### config.mk
export PLATFORM = sky130hd
export DESIGN_NAME = vga_pattern_gen
export DESIGN_NICKNAME = d
export VERILOG_FILES = /design/src/rtl/vga_pkg.sv /design/src/rtl/vga_box_mover.sv /design/src/rtl/vga_pattern_gen.sv
export SDC_FILE = /design/constraint.sdc
export NUM_CORES = 1
export LEC_CHECK = 0
export ABC_AREA = 1
export BUFFER_PORTS_ARGS = -buffer_cell sky130_fd_sc_hd__clkbuf_2
export CAP_MARGIN = 30
export CORE_ASPECT_RATIO = 1.25
export CORE_MARGIN = 2
export CORE_UTILIZATION = 65
export CTS_CLUSTER_DIAMETER = 150
export CTS_CLUSTER_SIZE = 20
export DETAILED_ROUTE_END_ITERATION = 12
export PLACE_DENSITY = 0.87
export RECOVER_POWER = 25
export SLEW_MARGIN = 5
export SYNTH_ARGS = -nofsm -noshare
export SYNTH_HDL_FRONTEND = slang
export SYNTH_SLANG_ARGS = --single-unit
export TNS_END_PERCENT = 100
### constraint.sdc
create_clock -name pclk -period 5.05 [get_ports pclk]
set_input_delay 1.2625 -clock pclk [delete_from_list [all_inputs] [get_ports pclk]]
set_output_delay 1.2625 -clock pclk [all_outputs]
set_load 0.02 [all_outputs]
### src/rtl/vga_pkg.sv
// Shared types, 800x600 defaults and colour helpers for the VGA test-pattern path.
package vga_pkg;

  typedef enum logic [1:0] {
    MODE_BORDER,
    MODE_BARS,
    MODE_CHECKER,
    MODE_BOX
  } mode_t;

  localparam int H_ACTIVE_DEF = 800;
  localparam int V_ACTIVE_DEF = 600;
  localparam int CW_DEF       = 4;
  localparam int BOX_W_DEF    = 64;
  localparam int BOX_H_DEF    = 48;
  localparam int STEP_DEF     = 2;
  localparam int CHK_LOG2_DEF = 5;

  // Channel levels are kept symbolic until the output register so the
  // colour logic stays independent of the channel width.
  typedef enum logic [1:0] {
    LVL_ZERO,
    LVL_MID,
    LVL_FULL
  } level_t;

  typedef struct packed {
    level_t r;
    level_t g;
    level_t b;
  } rgb_t;

  localparam rgb_t C_BLACK   = '{r: LVL_ZERO, g: LVL_ZERO, b: LVL_ZERO};
  localparam rgb_t C_WHITE   = '{r: LVL_FULL, g: LVL_FULL, b: LVL_FULL};
  localparam rgb_t C_GREY    = '{r: LVL_MID,  g: LVL_MID,  b: LVL_MID};
  localparam rgb_t C_YELLOW  = '{r: LVL_FULL, g: LVL_FULL, b: LVL_ZERO};
  localparam rgb_t C_CYAN    = '{r: LVL_ZERO, g: LVL_FULL, b: LVL_FULL};
  localparam rgb_t C_GREEN   = '{r: LVL_ZERO, g: LVL_FULL, b: LVL_ZERO};
  localparam rgb_t C_MAGENTA = '{r: LVL_FULL, g: LVL_ZERO, b: LVL_FULL};
  localparam rgb_t C_RED     = '{r: LVL_FULL, g: LVL_ZERO, b: LVL_ZERO};
  localparam rgb_t C_BLUE    = '{r: LVL_ZERO, g: LVL_ZERO, b: LVL_FULL};

  function automatic rgb_t bar_colour(input logic [2:0] idx);
    rgb_t c;
    case (idx)
      3'd0:    c = C_WHITE;
      3'd1:    c = C_YELLOW;
      3'd2:    c = C_CYAN;
      3'd3:    c = C_GREEN;
      3'd4:    c = C_MAGENTA;
      3'd5:    c = C_RED;
      3'd6:    c = C_BLUE;
      default: c = C_BLACK;
    endcase
    return c;
  endfunction

  function automatic rgb_t border_colour(input logic top, input logic bot,
                                         input logic left, input logic right,
                                         input rgb_t fill);
    rgb_t c;
    if (top)        c = C_YELLOW;
    else if (bot)   c = C_RED;
    else if (left)  c = C_GREEN;
    else if (right) c = C_BLUE;
    else            c = fill;
    return c;
  endfunction

  // One bounce step on one axis; result is {dir_next, pos_next}.
  function automatic logic [12:0] bounce_step(input logic [11:0] pos, input logic dir,
                                              input logic [11:0] lim, input logic [11:0] step);
    logic [12:0] res;
    if (dir) begin
      if (pos + step > lim) res = {1'b0, lim};
      else                  res = {1'b1, pos + step};
    end else begin
      if (pos < step) res = {1'b1, 12'd0};
      else            res = {1'b0, pos - step};
    end
    return res;
  endfunction

endpackage

### src/rtl/vga_box_mover.sv
// Bouncing-box position: advances one step per axis on every frame tick and
// reverses at the edges of the active area.
module vga_box_mover
  import vga_pkg::*;
#(
  parameter int H_ACTIVE = H_ACTIVE_DEF,
  parameter int V_ACTIVE = V_ACTIVE_DEF,
  parameter int BOX_W    = BOX_W_DEF,
  parameter int BOX_H    = BOX_H_DEF,
  parameter int STEP     = STEP_DEF
) (
  input  logic        pclk,
  input  logic        rst_n,
  input  logic        frame_tick,
  output logic [11:0] box_x,
  output logic [11:0] box_y
);

  localparam logic [11:0] X_LIM = 12'(H_ACTIVE - BOX_W);
  localparam logic [11:0] Y_LIM = 12'(V_ACTIVE - BOX_H);
  localparam logic [11:0] STP   = 12'(STEP);

  logic        dir_x, dir_y;
  logic [12:0] nx, ny;

  assign nx = bounce_step(box_x, dir_x, X_LIM, STP);
  assign ny = bounce_step(box_y, dir_y, Y_LIM, STP);

  always_ff @(posedge pclk or negedge rst_n) begin
    if (!rst_n) begin
      box_x <= '0;
      box_y <= '0;
      dir_x <= 1'b1;
      dir_y <= 1'b1;
    end else if (frame_tick) begin
      {dir_x, box_x} <= nx;
      {dir_y, box_y} <= ny;
    end
  end

endmodule

### src/rtl/vga_pattern_gen.sv
// Pipelined VGA test-pattern generator: stage 1 registers timing and region
// flags, stage 2 selects the colour for the frame-latched mode.
module vga_pattern_gen
  import vga_pkg::*;
#(
  parameter int H_ACTIVE = H_ACTIVE_DEF,
  parameter int V_ACTIVE = V_ACTIVE_DEF,
  parameter int CW       = CW_DEF,
  parameter int BOX_W    = BOX_W_DEF,
  parameter int BOX_H    = BOX_H_DEF,
  parameter int STEP     = STEP_DEF,
  parameter int CHK_LOG2 = CHK_LOG2_DEF
) (
  input  logic          pclk,
  input  logic          rst_n,
  input  logic [1:0]    mode_in,
  input  logic [10:0]   hcount,
  input  logic [10:0]   vcount,
  input  logic          hsync,
  input  logic          vsync,
  input  logic          hblnk,
  input  logic          vblnk,
  output logic          hs,
  output logic          vs,
  output logic          hblnk_out,
  output logic          vblnk_out,
  output logic [CW-1:0] r,
  output logic [CW-1:0] g,
  output logic [CW-1:0] b,
  output logic          frame_tick
);

  localparam int BAR_W = H_ACTIVE / 8;
  localparam logic [CW-1:0] MID = {1'b1, {(CW-1){1'b0}}};

  logic [11:0] h12, v12, box_x, box_y;
  logic [2:0]  bar_idx;
  logic        in_box;

  logic        hs1, vs1, hb1, vb1, vb_hist;
  logic        top1, bot1, left1, right1, chk1, box1;
  logic [2:0]  bar1;
  mode_t       mode_q;
  rgb_t        pix;

  assign h12 = {1'b0, hcount};
  assign v12 = {1'b0, vcount};

  // Rising edge of the stage-1 vblank copy marks the frame boundary.
  assign frame_tick = vb1 & ~vb_hist;

  vga_box_mover #(
    .H_ACTIVE (H_ACTIVE),
    .V_ACTIVE (V_ACTIVE),
    .BOX_W    (BOX_W),
    .BOX_H    (BOX_H),
    .STEP     (STEP)
  ) u_box (
    .pclk       (pclk),
    .rst_n      (rst_n),
    .frame_tick (frame_tick),
    .box_x      (box_x),
    .box_y      (box_y)
  );

  always_comb begin
    bar_idx = 3'd0;
    for (int k = 1; k < 8; k++) begin
      if (h12 >= 12'(k * BAR_W)) bar_idx = 3'(k);
    end
  end

  assign in_box = (h12 >= box_x) && (h12 < box_x + 12'(BOX_W)) &&
                  (v12 >= box_y) && (v12 < box_y + 12'(BOX_H));

  always_ff @(posedge pclk or negedge rst_n) begin
    if (!rst_n) begin
      hs1     <= 1'b0;
      vs1     <= 1'b0;
      hb1     <= 1'b0;
      vb1     <= 1'b0;
      vb_hist <= 1'b1;
      top1    <= 1'b0;
      bot1    <= 1'b0;
      left1   <= 1'b0;
      right1  <= 1'b0;
      bar1    <= 3'd0;
      chk1    <= 1'b0;
      box1    <= 1'b0;
    end else begin
      hs1     <= hsync;
      vs1     <= vsync;
      hb1     <= hblnk;
      vb1     <= vblnk;
      vb_hist <= vb1;
      top1    <= (v12 == 12'd0);
      bot1    <= (v12 == 12'(V_ACTIVE - 1));
      left1   <= (h12 == 12'd0);
      right1  <= (h12 == 12'(H_ACTIVE - 1));
      bar1    <= bar_idx;
      chk1    <= hcount[CHK_LOG2] ^ vcount[CHK_LOG2];
      box1    <= in_box;
    end
  end

  always_ff @(posedge pclk or negedge rst_n) begin
    if (!rst_n)          mode_q <= MODE_BORDER;
    else if (frame_tick) mode_q <= mode_t'(mode_in);
  end

  always_comb begin
    pix = C_BLACK;
    if (!(hb1 || vb1)) begin
      case (mode_q)
        MODE_BORDER:  pix = border_colour(top1, bot1, left1, right1, C_GREY);
        MODE_BARS:    pix = bar_colour(bar1);
        MODE_CHECKER: pix = chk1 ? C_WHITE : C_BLACK;
        MODE_BOX:     pix = border_colour(top1, bot1, left1, right1,
                                          box1 ? C_YELLOW : C_BLACK);
        default:      pix = C_BLACK;
      endcase
    end
  end

  function automatic logic [CW-1:0] lvl(input level_t l);
    logic [CW-1:0] v;
    case (l)
      LVL_FULL: v = '1;
      LVL_MID:  v = MID;
      default:  v = '0;
    endcase
    return v;
  endfunction

  always_ff @(posedge pclk or negedge rst_n) begin
    if (!rst_n) begin
      hs        <= 1'b0;
      vs        <= 1'b0;
      hblnk_out <= 1'b0;
      vblnk_out <= 1'b0;
      r         <= '0;
      g         <= '0;
      b         <= '0;
    end else begin
      hs        <= hs1;
      vs        <= vs1;
      hblnk_out <= hb1;
      vblnk_out <= vb1;
      r         <= lvl(pix.r);
      g         <= lvl(pix.g);
      b         <= lvl(pix.b);
    end
  end

endmodule

* Yosys cells after proc, flatten, opt, wreduce, memory -nomap -nowiden
Index checks and enable logic that the tools add are counted.
** Word-level totals
- Bits in registers :: 58
- Bits of input ports :: 30
- Output and inout port bits :: 17
- Word-level logic and storage cells :: 102
** Cells by class
- $add $sub $neg :: 6
- Magnitude comparators :: 15
- Equality and inequality tests :: 17
- Mux-type cells :: 29
- Bitwise operators :: 3
- Reduce and logical (&&, ||, !) cells :: 8
** Operators with widths (number)
- $mux 13 :: 6
- $mux 6 :: 9
- $pmux 6 s7 :: 1
- $ge 11x9->1 const B :: 3
- $add 12x2->12 const B :: 2
- $ge 11x12->1 :: 2
- $gt 12x10->1 const B :: 2
- $logic_not 12->1 :: 2
- $lt 11x12->1 :: 2
- $lt 12x2->1 const B :: 2
- $pmux 4 s2 :: 3
- $pmux 6 s4 :: 1
- $sub 12x2->12 const B :: 2
- $eq 11x10->1 const B :: 2
- $ge 11x10->1 const B :: 2
- $add 12x6->12 const B :: 1
- $add 12x7->12 const B :: 1
- $mux 3 :: 4
- $ge 11x7->1 const B :: 1
- $ge 11x8->1 const B :: 1
- $eq 2x2->1 const B :: 5
- $mux 5 :: 2
- $eq 3x3->1 const B :: 3
- $eq 2x1->1 const B :: 4
- 11 further kinds :: 15

* Longest topological paths before layout
- Depth after elaboration :: 9
- Mapped depth :: 13
- Depth with buffers taken out :: 13

* By module
Synthesis repeated with hierarchy kept, for this count alone.
** Unflattened totals
- Cells, all modules :: 655
- Area total of the unflattened synthesis :: 4496.8 um^2
** By module, submodules not included
- vga_pattern_gen :: instances 1, cells each 338, area an instance 2379.8 um^2, seq. area each 651.9 um^2
- vga_box_mover :: instances 1, cells each 317, area an instance 2117.0 um^2, seq. area each 603.1 um^2

* Least setup slack after synthesis
Ideal clock, no wire load.
- Path kind :: reg-to-output
- Start point :: register vb1
- End point :: output frame_tick
- Arrival :: 1.021 ns
- Required time :: 3.788 ns
- Slack :: 2.767 ns
- Cell stages (with the launch flop) :: 5
- Buffers on the path :: 2
- Path through :: dfrtp_1 > inv_1 > nor2_2 > buf_2 > buf_2
** On the way
- Longest elaborated chain between the ends :: 1
** Ends and longest elaborated chain
- from (decl) :: line vga_pattern_gen.sv:40 : logic hs1, vs1, hb1, vb1, vb_hist;
- from (signal assigned) :: line vga_pattern_gen.sv:94 : vb1 <= vblnk;
- $and 1x1->1 :: line vga_pattern_gen.sv:50 : assign frame_tick = vb1 & ~vb_hist;
- to (decl) :: line vga_pattern_gen.sv:30 : output logic frame_tick
Every way passes these cells.

* Final worst setup path
Same ends and word-level chain as after synthesis.

==> results.sh <==
export IMPL_status="completed"
export IMPL_syn_inst=596
export IMPL_finalSetupTns_ns=0
export IMPL_place_ws_ns=2.52
export IMPL_syn_area_mm2=0.00430
export IMPL_grt_met3_usage=0.0382
export IMPL_worstPathRequired_ns=3.79
export IMPL_grtUsageMet1=0.335
export IMPL_root_buffer="clkbuf_8"
export IMPL_wirelength_mm=10.5
export IMPL_max_slew_margin_rel=0.441
export IMPL_grtUsageTotal=0.302
export IMPL_yosys_warnings=0
export IMPL_cts_tree="done"
export IMPL_antenna_found_initial=0
export IMPL_ir_drop_mv=0.273
export IMPL_cts_buffer_depth=2
export IMPL_worst_clock_skew_ns=0.0133
export IMPL_worstHoldPathCells=0
export IMPL_first_pass_iters=6
export IMPL_grt_use_met2=0.560
export IMPL_period_share=0.521
export IMPL_clk_pin_slew_ns=0.10
export IMPL_grt_pass1_vias=4149
export IMPL_syn_area_per_cell_um2=7.21
export IMPL_p_clk_frac=0.124
export IMPL_drv_cap=0
export IMPL_die_w_um=76.7
export IMPL_htreeDepth=2
export IMPL_dr_total_vias=4142
export IMPL_ys_seq_area_frac=0.292
export IMPL_pwr_share_seq=0.322
export IMPL_slew_violations=0
export IMPL_dieArea_mm2=0.00728
export IMPL_startpoint_type="flip-flop"
export IMPL_diodes=0
export IMPL_grt_busiest_layer="met2"
export IMPL_max_slew_worst_pin_slew_ns=0.837
export IMPL_crit_type="flip-flop to output port"
export IMPL_synth_ff_latch_count=50
export IMPL_critical_path_arrival_ns=1.37
export IMPL_wl_per_cell_um=14.5
export IMPL_avgViaCountPerCell=5.74
export IMPL_final_nets=706
export IMPL_syn2layout_area_growth_pct=7.48
export IMPL_swShare=0.506
export IMPL_core_mm2=0.00648
export IMPL_postCtsHoldBufs=0
export IMPL_reg2reg_depth=10
export IMPL_grt_pass1_wl_mm=17.9
export IMPL_max_freq_ghz=0.380
export IMPL_intPower_uw=1030
export IMPL_die_y_um=94.9
export IMPL_cts_buffers_inserted=5
export IMPL_io_buffer_count=46
export IMPL_synth_top_flop_cell="dfrtp_1"
export IMPL_gp_congestion=0.944
export IMPL_drtIter0Drc=229
export IMPL_ant_nets=0
export IMPL_final_hold_viol_count=0
export IMPL_start_util=0.663
export IMPL_rsz0062_at_grt="no"
export IMPL_row_count=33
export IMPL_postCtsSetupRepairBufs=0
export IMPL_synth_edf_count=0
export IMPL_hp_class="flip-flop to flip-flop"
export IMPL_insertion_delay_ns=0.32
export IMPL_cp_max_fo=23
export IMPL_grt_overflow=0
export IMPL_ctsResizeCount=0
export IMPL_p_leak_uw=0.00234
export IMPL_setup_viol=0
export IMPL_p_comb_frac=0.554
export IMPL_pin_count=47
export IMPL_fillers=549
export IMPL_hpwl_mm=8.10
export IMPL_drc=0
export IMPL_powerDensity_mw_per_mm2=452
export IMPL_async_flop_share=1.00
export IMPL_switchingPower_uw=1060
export IMPL_yosysUniqueCellTypes=42
export IMPL_grt_max_degree=51
export IMPL_clock_sinks=50
export IMPL_finalCriticalPeriod_ns=2.63
export IMPL_end_kind="output port"
export IMPL_synth_nets=669
export IMPL_fin_ws_ns=2.42
export IMPL_drive_gt1_frac=0.155
-- logic make-up after synthesis --
family / after synthesis / synth area share
adders and majority gates: 43 / 0.125
DFF: 50 / 0.292
and+or+nand+nor: 299 / 0.328
buffers and inverters: 99 / 0.101
AOI/OAI and AO/OA: 83 / 0.109
xor gates and xnor gates: 22 / 0.0448
-- sequential cells by signal (all words and copies together) (netlist names), 2 cells and up --
name         flops
g                2
mode_q           2
r                2
u_box.box_x     11
b                2
bar1             3
u_box.box_y     11
-- metal layers --
metal | wire (um) | vias to the layer above
li1 | - | 2024
met1 | 4160 | 1935
met2 | 5380 | 143
met3 | 502 | 40
met4 | 415 | 0
met5 | 0 | -
-- cells in the final DEF, fill, tap and decap left out, drive strengths merged --
master,instances
nand2,145
inv,80
nor2,73
clkbuf,52
dfrtp,47
ha,43
a21oi,38
nand3,33
o21ai,27
nand4,22
xor2,19
nor3,11
nand3b,6
nor4,6
o211ai,4
a31oi,3
xnor2,3
a21o,3
dfstp,3
clkinv,3
o21a,2
nor3b,2
a22oi,2
buf,2
o31ai,1
or2,1
a211oi,1
o21bai,1
o22ai,1
-- metrics by stage --
stage	cell area, um2	cells	power, uW	hold WS [ns]	util
floorplan	4300	596	1560	0.331	-
global placement	4520	713	1750	0.332	0.698
detailed placement	4520	713	1820	0.341	0.698
CTS	4620	721	2080	0.366	0.713
global route	4620	721	2280	0.379	0.713
finish	4620	721	2090	0.360	0.713
-- power by group through the flow --
stage,sequential (uW),clock [uW],combinational [uW]
after CTS,667,264,1150
final,672,260,1160
after floorplan,586,0,969
after detailed placement,674,0,1140
after global placement,668,0,1080
after global routing,689,275,1320
-- area by class of cell --
class,count,area [um2],area share
Multi-Input combinational cell,447,2610,0.565
Sequential cell,50,1250,0.272
Inverter,81,304,0.0658
Timing Repair Buffer,48,244,0.0528
Tap cell,87,109,0.0236
Clock buffer,6,82.6,0.0179
Clock inverter,2,17.5,0.00379
-- cells in the mapped netlist, drive strengths merged (6+ instances only) --
cell type    n  area share
nor2        73       0.076
nand4       22       0.032
nand2      145        0.13
buf         17       0.030
nor3        11       0.014
nor4         6       0.010
inv         80       0.070
dfrtp       47        0.27
a21oi       38       0.044
xor2        19       0.039
nand3       33       0.047
ha          43        0.13
o21ai       27       0.034
nand3b       6       0.010
-- worst max-delay path, stage by stage (launching register included) --
cell      delay, ns
dfrtp_1        0.40
inv_1          0.06
nor2_2         0.08
buf_4          0.27
clkbuf_2       0.22
-- worst paths after layout --
kind                                            startpoint                         end  slack [ns]
min in group asynchronous                            rst_n               hs1$_DFF_PN0_        1.03
worst min register to register               vs1$_DFF_PN0_                vs$_DFF_PN0_        0.36
worst max register to register  u_box.box_y[4]$_DFFE_PN0P_              box1$_DFF_PN0_        2.84
worst max-delay path                         vb1$_DFF_PN0_                  frame_tick        2.42
max in group asynchronous                            rst_n  u_box.box_y[6]$_DFFE_PN0P_        3.57
worst min-delay path                         vs1$_DFF_PN0_                vs$_DFF_PN0_        0.36
Power figures use the tool's default switching activity.
